--- src/rtl/l15_line_serializer.sv ---
// l15_line_serializer: turns one D-cache line into a sequence of NoC beats.
// A line is captured in IDLE, then sent beat by beat in SEND, either in
// linear order or critical-beat-first with wrap-around. Each beat can be
// byte-swapped for a big-endian NoC.
module l15_line_serializer #(
  parameter int LineWidth = 128,
  parameter int BeatWidth = 64,
  parameter int AddrWidth = 64,
  parameter bit BigEndian = 1'b1,
  parameter bit CritFirst = 1'b0,
  localparam int NBeats   = LineWidth / BeatWidth,
  localparam int IdxW     = (NBeats > 1) ? $clog2(NBeats) : 1
) (
  input  logic                 clk_i,
  input  logic                 rst_i,
  input  logic                 line_valid_i,
  output logic                 line_ready_o,
  input  logic [LineWidth-1:0] line_data_i,
  input  logic [AddrWidth-1:0] line_addr_i,
  output logic                 beat_valid_o,
  input  logic                 beat_ready_i,
  output logic [BeatWidth-1:0] beat_data_o,
  output logic [AddrWidth-1:0] beat_addr_o,
  output logic [IdxW-1:0]      beat_idx_o,
  output logic                 beat_last_o,
  input  logic                 flush_i
);

  localparam int NBytes   = BeatWidth / 8;
  localparam int OffW     = $clog2(BeatWidth / 8);
  localparam int LineOffW = $clog2(LineWidth / 8);

  // Clears the byte offset within the line to form the line-aligned base.
  localparam logic [AddrWidth-1:0] LineMask =
    {{(AddrWidth - LineOffW){1'b1}}, {LineOffW{1'b0}}};

  // The beat counter must be able to count every beat of a line, and the
  // index arithmetic relies on modulo-2^IdxW wrap, so reject bad geometry.
  if (NBeats < 2 || (NBeats & (NBeats - 1)) != 0 || LineWidth != NBeats * BeatWidth) begin : g_bad_params
    $error("l15_line_serializer: NBeats must be a power of 2 and at least 2");
  end

  typedef enum logic [0:0] {
    IDLE = 1'b0,
    SEND = 1'b1
  } state_e;

  state_e                 state_q, state_d;
  logic [BeatWidth-1:0]   beats_q [NBeats];
  logic [AddrWidth-1:0]   base_q;
  logic [IdxW-1:0]        idx_q;
  logic [IdxW-1:0]        cnt_q;
  logic [IdxW-1:0]        start_idx;
  logic                   accept;
  logic                   advance;
  logic                   at_last;
  logic                   out_en;
  logic [BeatWidth-1:0]   slice;
  logic [BeatWidth-1:0]   swapped;

  // In critical-first mode the beat holding the requested address goes out first.
  always_comb begin
    start_idx = '0;
    if (CritFirst) begin
      start_idx = line_addr_i[OffW+IdxW-1:OffW];
    end
  end

  assign at_last = (cnt_q == IdxW'(NBeats - 1));

  // State register; reset forces IDLE so any line in flight is dropped.
  always_ff @(posedge clk_i) begin
    if (rst_i) begin
      state_q <= IDLE;
    end else begin
      state_q <= state_d;
    end
  end

  // Next-state and handshake decode; flush wins over a beat handshake.
  always_comb begin
    state_d      = state_q;
    line_ready_o = 1'b0;
    beat_valid_o = 1'b0;
    accept       = 1'b0;
    advance      = 1'b0;
    case (state_q)
      IDLE: begin
        line_ready_o = ~rst_i;
        if (line_valid_i && !rst_i) begin
          accept  = 1'b1;
          state_d = SEND;
        end
      end
      SEND: begin
        beat_valid_o = ~rst_i;
        if (flush_i) begin
          state_d = IDLE;
        end else if (beat_ready_i) begin
          advance = 1'b1;
          if (at_last) begin
            state_d = IDLE;
          end
        end
      end
      default: begin
        state_d = IDLE;
      end
    endcase
  end

  // Line capture on acceptance, and index/counter stepping on each sent beat.
  always_ff @(posedge clk_i) begin
    if (rst_i) begin
      base_q <= '0;
      idx_q  <= '0;
      cnt_q  <= '0;
      for (int k = 0; k < NBeats; k++) begin
        beats_q[k] <= '0;
      end
    end else if (accept) begin
      base_q <= line_addr_i & LineMask;
      idx_q  <= start_idx;
      cnt_q  <= '0;
      for (int k = 0; k < NBeats; k++) begin
        beats_q[k] <= line_data_i[k*BeatWidth +: BeatWidth];
      end
    end else if (advance) begin
      idx_q <= idx_q + IdxW'(1);
      cnt_q <= cnt_q + IdxW'(1);
    end
  end

  // Select the current beat and optionally reverse its bytes for the NoC.
  always_comb begin
    slice   = beats_q[idx_q];
    swapped = slice;
    if (BigEndian) begin
      for (int b = 0; b < NBytes; b++) begin
        swapped[b*8 +: 8] = slice[(NBytes-1-b)*8 +: 8];
      end
    end
  end

  assign out_en = (state_q == SEND) && !rst_i;

  // Beat outputs are only meaningful in SEND and read as zero otherwise.
  always_comb begin
    beat_data_o = '0;
    beat_addr_o = '0;
    beat_idx_o  = '0;
    beat_last_o = 1'b0;
    if (out_en) begin
      beat_data_o = swapped;
      beat_addr_o = base_q | (AddrWidth'(idx_q) << OffW);
      beat_idx_o  = idx_q;
      beat_last_o = at_last;
    end
  end

endmodule

--- config.mk ---
export PLATFORM = sky130hd
export DESIGN_NAME = l15_line_serializer
export DESIGN_NICKNAME = d
export VERILOG_FILES = /design/src/rtl/l15_line_serializer.sv
export SDC_FILE = /design/constraint.sdc
export NUM_CORES = 1
export LEC_CHECK = 0
export CAP_MARGIN = 20
export CORE_ASPECT_RATIO = 0.8
export CORE_MARGIN = 3
export CORE_UTILIZATION = 47
export DETAILED_ROUTE_END_ITERATION = 10
export GPL_ROUTABILITY_DRIVEN = 0
export PLACE_DENSITY = 0.86
export SLEW_MARGIN = 10
export SYNTH_ARGS = -nofsm -noshare
export SYNTH_HDL_FRONTEND = slang
export SYNTH_SLANG_ARGS = --single-unit
--- constraint.sdc ---
create_clock -name clk_i -period 11.6 [get_ports clk_i]
set_input_delay 3.48 -clock clk_i [delete_from_list [all_inputs] [get_ports clk_i]]
set_output_delay 3.48 -clock clk_i [all_outputs]
set_load 0.02 [all_outputs]
==> results.py, run 1 <==
metrics = {
    "clocking": {
        "cts_made_buffers": 17,
        "cts_hold_buffers": 0,
        "cts-root-buf": "clkbuf_16",
        "ctsResizeCount": 0,
        "clockBufferDepth": 2,
        "path_clk_slew_ns": 0.07,
        "clock_latency_ns": 0.43,
        "cts_tree": "yes",
        "cts_setup_buffers": 0,
        "cts_max_level": 4,
        "cts.sinks": 192,
    },
    "pwr": {
        "p_leak_nw": 4.44,
        "pwr-share-clk_pct": 36.9,
        "pwr_density_cell_mw_per_mm2": 127,
        "ir_drop_uv": 91.2,
        "seqPwrFrac_pct": 51.3,
        "internal-power_mw": 1.18,
        "power.total_mw": 1.55,
        "comb_power_share_pct": 11.7,
        "switching_share_pct": 23.7,
        "switchingPower_mw": 0.369,
    },
    "sta": {
        "tns_ns": 0,
        "tightest_slew_ns": 1.05,
        "fmax_mhz": 111,
        "final_max_slew_viol_count": 0,
        "worst_clock_skew_ns": 0.0115,
        "fin_crit_sh_pct": 77.9,
        "finalCriticalPeriod_ns": 9.03,
        "relSlewSlack_pct": 29.8,
        "hold_viol_final": 0,
        "rsz0062_at_grt": "no",
        "setup_violations": 0,
    },
    "finish": {
        "syn_to_final_growth_pct": 46.5,
        "drive_above_1_share_pct": 4.48,
        "fillers": 1204,
        "fin_util_pct": 71.9,
        "stdcell_count": 1293,
        "final_cell_area_mm2": 0.0122,
        "final_nets": 1256,
        "multi_input_area_mm2": 0.00295,
        "final-seq-area_mm2": 0.00513,
    },
    "setup_path": {
        "path_class": "in -> out",
        "cp.required_ns": 8.12,
        "end_kind": "primary output",
        "worstSetupStartpointType": "primary input",
        "worstPathArrival_ns": 5.55,
        "cp_max_fo": 33,
        "rrSetupSlack_ns": 9.04,
    },
    "detailed_routing": {
        "dr.pass1.iters": 4,
        "drt_first_iter_violations": 344,
        "drc": 0,
        "routed_wl_um": 21300,
        "num_vias": 6380,
        "antenna_left": 0,
        "viasPerCell": 4.93,
        "post_drt_wl_per_cell_um": 16.5,
    },
    "logic_synthesis": {
        "yosys.area.top_type": "edfxtp_1",
        "synthFlopType": "edfxtp_1",
        "synthesis.area_mm2": 0.00833,
        "synth_warnings": 0,
        "synth.top_cell.area_share_pct": 46.1,
        "yosys-top-cells-count": "and2_1, edfxtp_1, nand2_1",
        "synth.yosys.seq_area_share_pct": 61.5,
        "async_reset_ff_share_pct": 0,
        "synth_edf_count": 128,
        "synth.distinct_cells": 17,
        "synthCells": 768,
        "synthTopCellsByArea": "edfxtp_1, dfxtp_1, and2_1",
        "ys_seq_elements": 192,
        "yosysMostFrequentCell": "and2_1",
        "avgSynthCellArea_um2": 10.8,
    },
    "die": {
        "core-area_mm2": 0.0170,
        "row_count": 42,
        "io_pins": 329,
        "die-height_um": 125,
        "start_util_pct": 49.1,
        "die_area_mm2": 0.0194,
        "die_x_um": 155,
    },
    "global_routing": {
        "grt_usage_pct": 21.7,
        "grt_max_degree": 104,
        "antenna_found_initial": 1,
        "grt_pass1_wl_um": 32900,
        "grt_pass1_vias": 6215,
        "grt_overflow": 0,
    },
    "place": {
        "place_area_mm2": 0.0116,
        "place_hpwl_um": 14700,
        "dp_cells": 1260,
        "portBuffers": 321,
    },
    "run": {
        "cap_violations": 0,
    },
    "min_path": {
        "min_path_type": "reg -> reg",
    },
    "outcome": {
        "status": "completed",
    },
}
-- power by group through the flow --
stage | sequential [mW] | clock, mW | combinational, mW
2_1_floorplan | 0.811 | 0 | 0.0887
3_3_place_gp | 0.810 | 0 | 0.179
3_5_place_dp | 0.813 | 0 | 0.183
4_1_cts | 0.798 | 0.585 | 0.185
5_1_grt | 0.803 | 0.614 | 0.199
6_report | 0.797 | 0.574 | 0.182
-- cell usage in the layout (no fill, tap or decap) --
master and n:
nand2_1 121, nand3_1 2, buf_4 8, inv_8 3, edfxtp_1 128, nand3b_1 2
inv_6 4, clkdlybuf4s50_1 320, diode_2 1, nor2_4 1, dfxtp_1 63, nand2b_2 2
a21oi_1 64, bufinv_16 1, inv_1 1, nand2b_4 1, clkbuf_16 17, nor2b_4 1
clkinv_1 1, mux2i_1 64, or2_2 2, conb_1 3, clkinvlp_4 3, clkinvlp_2 1
dfxtp_4 1, clkinv_4 2, and2_1 190, nor2_1 65, buf_2 1
-- final timing paths --
path,start,cells past startpoint,endpoint
worst max register to register,state_q,5,beats_q[0][34]
worst min register to register,base_q[22],2,base_q[22]
worst min-delay path,base_q[22],2,base_q[22]
worst max-delay path,rst_i,6,beat_addr_o[45]
-- area by class of cell --
class	instances	share of cell area, %
repair buffers	329	26.8
multi-input cells	518	24.2
inverters	1	0.0308
diodes	1	0.0205
clock buffers	17	3.49
well taps	220	2.26
clock inverters	15	1.21
flip-flops and latches	192	42.0
-- metrics by stage --
stage	worst slack [ns]	hold WS (ns)
2_1_floorplan	3.70	0.432
3_3_place_gp	2.57	0.437
3_5_place_dp	2.56	0.442
4_1_cts	2.55	0.452
5_1_grt	2.40	0.466
6_report	2.57	0.451
-- routing by layer --
metal / share of wire (%) / global-route usage (%) / vias to the layer above
li1: - / - / 3111
met1: 39 / 25.7 / 3015
met2: 50 / 36.8 / 216
met3: 7.7 / 6.49 / 38
met4: 3.2 / 9.24 / 0
met5: 0 / 0 / -
-- sequential cells by signal, indices dropped and copies added, names as in the netlist, named ones only --
| signal | count |
|---|---|
| state_q | 1 |
| idx_q | 1 |
| beats_q | 128 |
| at_last | 1 |
| base_q | 60 |
-- logic make-up after synthesis --
logic type | Yosys count | synth area share [%]
AOI/OAI and AO/OA | 64 | 3.84
buffers and inverters | 60 | 3.47
DFF | 192 | 61.5
muxes | 64 | 7.69
other | 1 | 0.0450
and+or+nand+nor | 387 | 23.4
-- worst max-delay path, cell delays in order --
cell,delay (ns)
buf_2,0.10
nand2b_2,0.17
inv_1,0.56
buf_4,0.40
and2_1,0.18
clkdlybuf4s50_1,0.65
Note: power is estimated with default switching activity, not from simulation.
==> inputs of run 2 (changes only) <==
Settings changed: CORE_UTILIZATION 47 to 44, PLACE_DENSITY 0.86 to 0.81.
Clock period 11.6 ns to 9.05 ns, I/O delays scaled along.
==> results.py, run 2 (synthesis gave the netlist of run 1 again) <==
metrics = {
    "outcome": {
        "status": "completed",
    },
    "finish": {
        "top_regs": "beats_q: 128 flops, base_q: 60 flops",
        "layout_common_cells": "clkdlybuf4s50_1, and2_1, edfxtp_1",
        "final_common_cell": "clkdlybuf4s50_1",
        "final-seq-area_mm2": 0.00513,
        "largest_register_ffs": 128,
        "final_nets": 1257,
        "top_register": "beats_q",
        "drive_above_1_share_pct": 4.57,
        "fillers": 1441,
        "syn_to_final_growth_pct": 47.1,
        "multi_input_area_mm2": 0.00295,
    },
    "sta": {
        "rsz0062_at_grt": "no",
        "worst_clock_skew_ns": 0.00870,
        "setup_ws_ns": 1.96,
        "final_max_slew_viol_count": 0,
        "fin_crit_sh_pct": 78.3,
        "fmax_mhz": 141,
        "relSlewSlack_pct": 48.9,
        "finalCriticalPeriod_ns": 7.09,
        "tightest_slew_ns": 0.767,
        "hold_viol_final": 0,
        "tns_ns": 0,
        "setup_violations": 0,
    },
    "clocking": {
        "clockBufferDepth": 2,
        "cts_max_level": 4,
        "cts_setup_buffers": 0,
        "cts_hold_buffers": 0,
        "clock_latency_ns": 0.43,
        "cts_tree": "yes",
        "cts_made_buffers": 17,
        "path_clk_slew_ns": 0.07,
        "cts-root-buf": "clkbuf_16",
        "ctsResizeCount": 0,
        "cts.sinks": 192,
    },
    "setup_path": {
        "path_class": "in -> out",
        "rrSetupSlack_ns": 6.70,
        "worstPathArrival_ns": 4.37,
        "cp_max_fo": 63,
        "end_kind": "primary output",
        "r2r-start": "state_q",
        "cp.required_ns": 6.34,
        "r2r_end": "beats_q[0][32]",
        "worstSetupStartpointType": "primary input",
        "reg2reg_depth": 4,
    },
    "pwr": {
        "pwr-share-clk_pct": 36.9,
        "switchingPower_mw": 0.470,
        "comb_power_share_pct": 11.7,
        "switching_share_pct": 23.6,
        "seqPwrFrac_pct": 51.4,
        "pwr_density_cell_mw_per_mm2": 162,
        "p_leak_nw": 4.45,
        "ir_drop_uv": 110,
        "internal-power_mw": 1.52,
    },
    "place": {
        "place_hpwl_um": 14700,
        "portBuffers": 321,
        "dp_slack_ns": 1.95,
    },
    "global_routing": {
        "antenna_found_initial": 1,
        "grt_pass1_vias": 6076,
        "grt_overflow": 0,
        "grt_max_degree": 87,
        "grt_pass1_wl_um": 32500,
        "grt_usage_pct": 20.2,
    },
    "detailed_routing": {
        "dr.pass1.iters": 4,
        "drt_first_iter_violations": 492,
        "antenna_left": 0,
        "drc": 0,
        "num_vias": 6308,
        "routed_wl_um": 21300,
        "viasPerCell": 4.75,
        "post_drt_wl_per_cell_um": 16.1,
    },
    "min_path": {
        "whs_path_depth": 2,
        "worstHoldEndpoint": "base_q[28]",
        "min_path_type": "reg -> reg",
        "hold_start": "base_q[28]",
    },
    "die": {
        "die_area_mm2": 0.0206,
        "core-area_mm2": 0.0183,
        "io_pins": 329,
        "start_util_pct": 45.4,
        "die_x_um": 160,
        "row_count": 44,
        "die-height_um": 129,
    },
    "run": {
        "cap_violations": 0,
    },
}
run 2: cell count changes in the layout (fill, tap and decap cells not counted), sizes merged:
| cell | before | now |
|---|---|---|
| buf | 9 | 10 |
| inv | 8 | 7 |
| clkinv | 3 | 5 |
| clkinvlp | 4 | 3 |
run 2: layout make-up:
class	count	area share [%]
clock buffer	17	3.47
sequential	192	41.8
inverter	1	0.0306
multi-input combinational	518	24.1
antenna	1	0.0204
timing repair buffer	330	26.7
clock inverter	15	1.24
tap	253	2.58
run 2: worst max-delay path by stage:
stage / start / to / slack, ns
final: rst_i / beat_addr_o[3] / 1.96
after global routing: rst_i / beat_idx_o / 1.83
after CTS: rst_i / beat_addr_o[3] / 1.94
after detailed placement: rst_i / beat_idx_o / 1.95
after global placement: rst_i / beat_addr_o[3] / 1.95
after floorplan: rst_i / beats_q[0][0] / 2.45
run 2: stage by stage:
stage / instance area (um2) / hold slack [ns] / instances / utilization [%] / power (mW)
6_report: 12300 / 0.449 / 1327 / 66.9 / 1.99
3_3_place_gp: 11700 / 0.438 / 1294 / 63.7 / 1.27
2_1_floorplan: 8340 / 0.432 / 770 / - / 1.15
4_1_cts: 12300 / 0.452 / 1326 / 66.8 / 2.01
3_5_place_dp: 11700 / 0.442 / 1294 / 63.7 / 1.28
5_1_grt: 12300 / 0.467 / 1327 / 66.9 / 2.08
run 2: per-layer routing:
metal	track usage [%]	vias to the layer above	share of wire, %
met2	34.4	198	50
met1	24.8	2955	41
li1	-	3112	-
met4	7.86	0	3.2
met5	0	-	0
met3	5.85	43	6.2
run 2: power groups by stage:
stage / clock (mW) / sequential, mW / combinational [mW]
2_1_floorplan: 0 / 1.04 / 0.114
3_3_place_gp: 0 / 1.04 / 0.230
3_5_place_dp: 0 / 1.04 / 0.235
4_1_cts: 0.754 / 1.02 / 0.236
5_1_grt: 0.793 / 1.03 / 0.254
6_report: 0.734 / 1.02 / 0.233
run 2: worst max-delay path, stage by stage:
cell and delay (ns):
buf_2 0.10, nand2b_2 0.17, inv_1 0.06, buf_4 0.43, and2_1 0.26, clkdlybuf4s50_1 0.63
==> inputs of run 3 (changes only) <==
Settings changed: CORE_UTILIZATION 44 to 40, PLACE_DENSITY 0.81 to 0.78.
Clock period 9.05 ns to 6.3 ns, I/O delays scaled along.
==> results.py, run 3 (synthesis gave the netlist of run 1 again) <==
metrics = {
    "setup_path": {
        "r2r-start": "state_q",
        "startpoint": "rst_i",
        "critPathMaxStageDelay_ns": 0.58,
        "slowest_stage": "clkdlybuf4s50_1",
        "crit_chain": "buf_2 -> nand2b_2 -> buf_4 -> nor2_1 -> clkdlybuf4s50_1",
        "path_class": "in -> out",
        "cp.required_ns": 4.41,
        "worstSetupStartpointType": "primary input",
        "end_kind": "primary output",
        "path_delay_family": "buffers and inverters",
        "worstPathArrival_ns": 3.56,
        "crit_buf_inv": 3,
        "cp_max_fo": 64,
    },
    "global_routing": {
        "antenna_found_initial": 0,
        "grt_max_degree": 81,
        "grt_pass1_vias": 6226,
        "grt_pass1_wl_um": 33300,
        "grt_usage_pct": 18.6,
        "grt_overflow": 0,
    },
    "pwr": {
        "p_leak_nw": 4.49,
        "pwr_density_cell_mw_per_mm2": 238,
        "power.total_mw": 2.94,
        "ir_drop_uv": 141,
    },
    "min_path": {
        "hold_start": "base_q[23]",
        "min_path_type": "reg -> reg",
    },
    "die": {
        "die_x_um": 167,
        "row_count": 46,
        "die_area_mm2": 0.0226,
        "die-height_um": 135,
        "start_util_pct": 41.4,
        "io_pins": 329,
        "core-area_mm2": 0.0201,
    },
    "clocking": {
        "path_clk_slew_ns": 0.07,
        "ctsResizeCount": 0,
        "cts_max_level": 4,
        "cts_tree": "yes",
        "cts_made_buffers": 17,
        "cts.sinks": 192,
        "clockBufferDepth": 2,
        "clock_latency_ns": 0.43,
        "cts-root-buf": "clkbuf_16",
        "cts_setup_buffers": 0,
        "cts_hold_buffers": 0,
    },
    "run": {
        "cap_violations": 0,
    },
    "sta": {
        "finalCriticalPeriod_ns": 5.45,
        "setup_violations": 0,
        "fin_crit_sh_pct": 86.6,
        "rsz0062_at_grt": "no",
        "relSlewSlack_pct": 34.3,
        "tns_ns": 0,
        "tightest_slew_ns": 0.984,
        "hold_viol_final": 0,
        "final_max_slew_viol_count": 0,
        "fmax_mhz": 183,
        "worst_clock_skew_ns": 0.00732,
    },
    "detailed_routing": {
        "drt_first_iter_violations": 365,
        "antenna_left": 0,
        "routed_wl_um": 21500,
        "viasPerCell": 4.70,
        "num_vias": 6290,
        "post_drt_wl_per_cell_um": 16.1,
        "dr.pass1.iters": 5,
        "drc": 0,
    },
    "finish": {
        "top_register": "beats_q",
        "drive_above_1_share_pct": 4.57,
        "syn_to_final_growth_pct": 48.2,
        "top_regs": "beats_q: 128 flops, base_q: 60 flops",
        "fillers": 1662,
        "diodes": 0,
        "final_nets": 1257,
        "final_common_cell": "clkdlybuf4s50_1",
        "layout_common_cells": "clkdlybuf4s50_1, and2_1, edfxtp_1",
        "largest_register_ffs": 128,
    },
    "place": {
        "portBuffers": 321,
        "place_hpwl_um": 14700,
    },
    "outcome": {
        "status": "completed",
    },
}
[run 3: layer usage]
layer	wire length [um]	part of all wire, %	track usage [%]	vias to the layer above
li1	-	-	-	3109
met1	8710	41	22.8	2967
met2	10800	51	32.1	182
met3	1470	6.8	5.38	32
met4	447	2.1	5.86	0
met5	0	0	0	-
[run 3: tightest hold or removal path, stage by stage, from the launching register on]
cell and delay (ns):
dfxtp_1 0.31, nand2_1 0.05, a21oi_1 0.05
[run 3: final cells by class]
cell class                      count  area (um2)  share of cell area (%)
Clock buffer                       17         425                    3.45
Clock inverter                     15         193                    1.56
Inverter                            1        3.75                  0.0304
Multi-Input combinational cell    518        2950                    23.9
Sequential cell                   192        5130                    41.5
Tap cell                          264         330                    2.68
Timing Repair Buffer              330        3310                    26.8
[run 3: path summary, 6_finish.rpt]
| kind | to | slack (ns) | depth (start not counted) |
|---|---|---|---|
| max | beat_data_o[55] | 0.85 | 5 |
| min reg2reg | base_q[23] | 0.45 | 2 |
| max reg2reg | beats_q[1][8] | 3.72 | 5 |
| min | base_q[23] | 0.45 | 2 |
[run 3: report_power, final]
group	switching (mW)	total [mW]	internal, mW
Clock	0.520	1.13	0.608
Sequential	0.0314	1.47	1.44
Combinational	0.149	0.337	0.188
Total	0.701	2.94	2.23
[run 3: per-stage QoR]
step / cell area, um2 / std cells / util, % / setup WS [ns] / hold slack (ns)
floorplan: 8340 / 770 / - / 0.526 / 0.432
global placement: 11700 / 1304 / 58.1 / 0.825 / 0.437
detailed placement: 11700 / 1304 / 58.1 / 0.831 / 0.442
CTS: 12300 / 1336 / 61.2 / 0.831 / 0.452
global route: 12300 / 1337 / 61.3 / 0.732 / 0.462
finish: 12300 / 1337 / 61.3 / 0.845 / 0.450
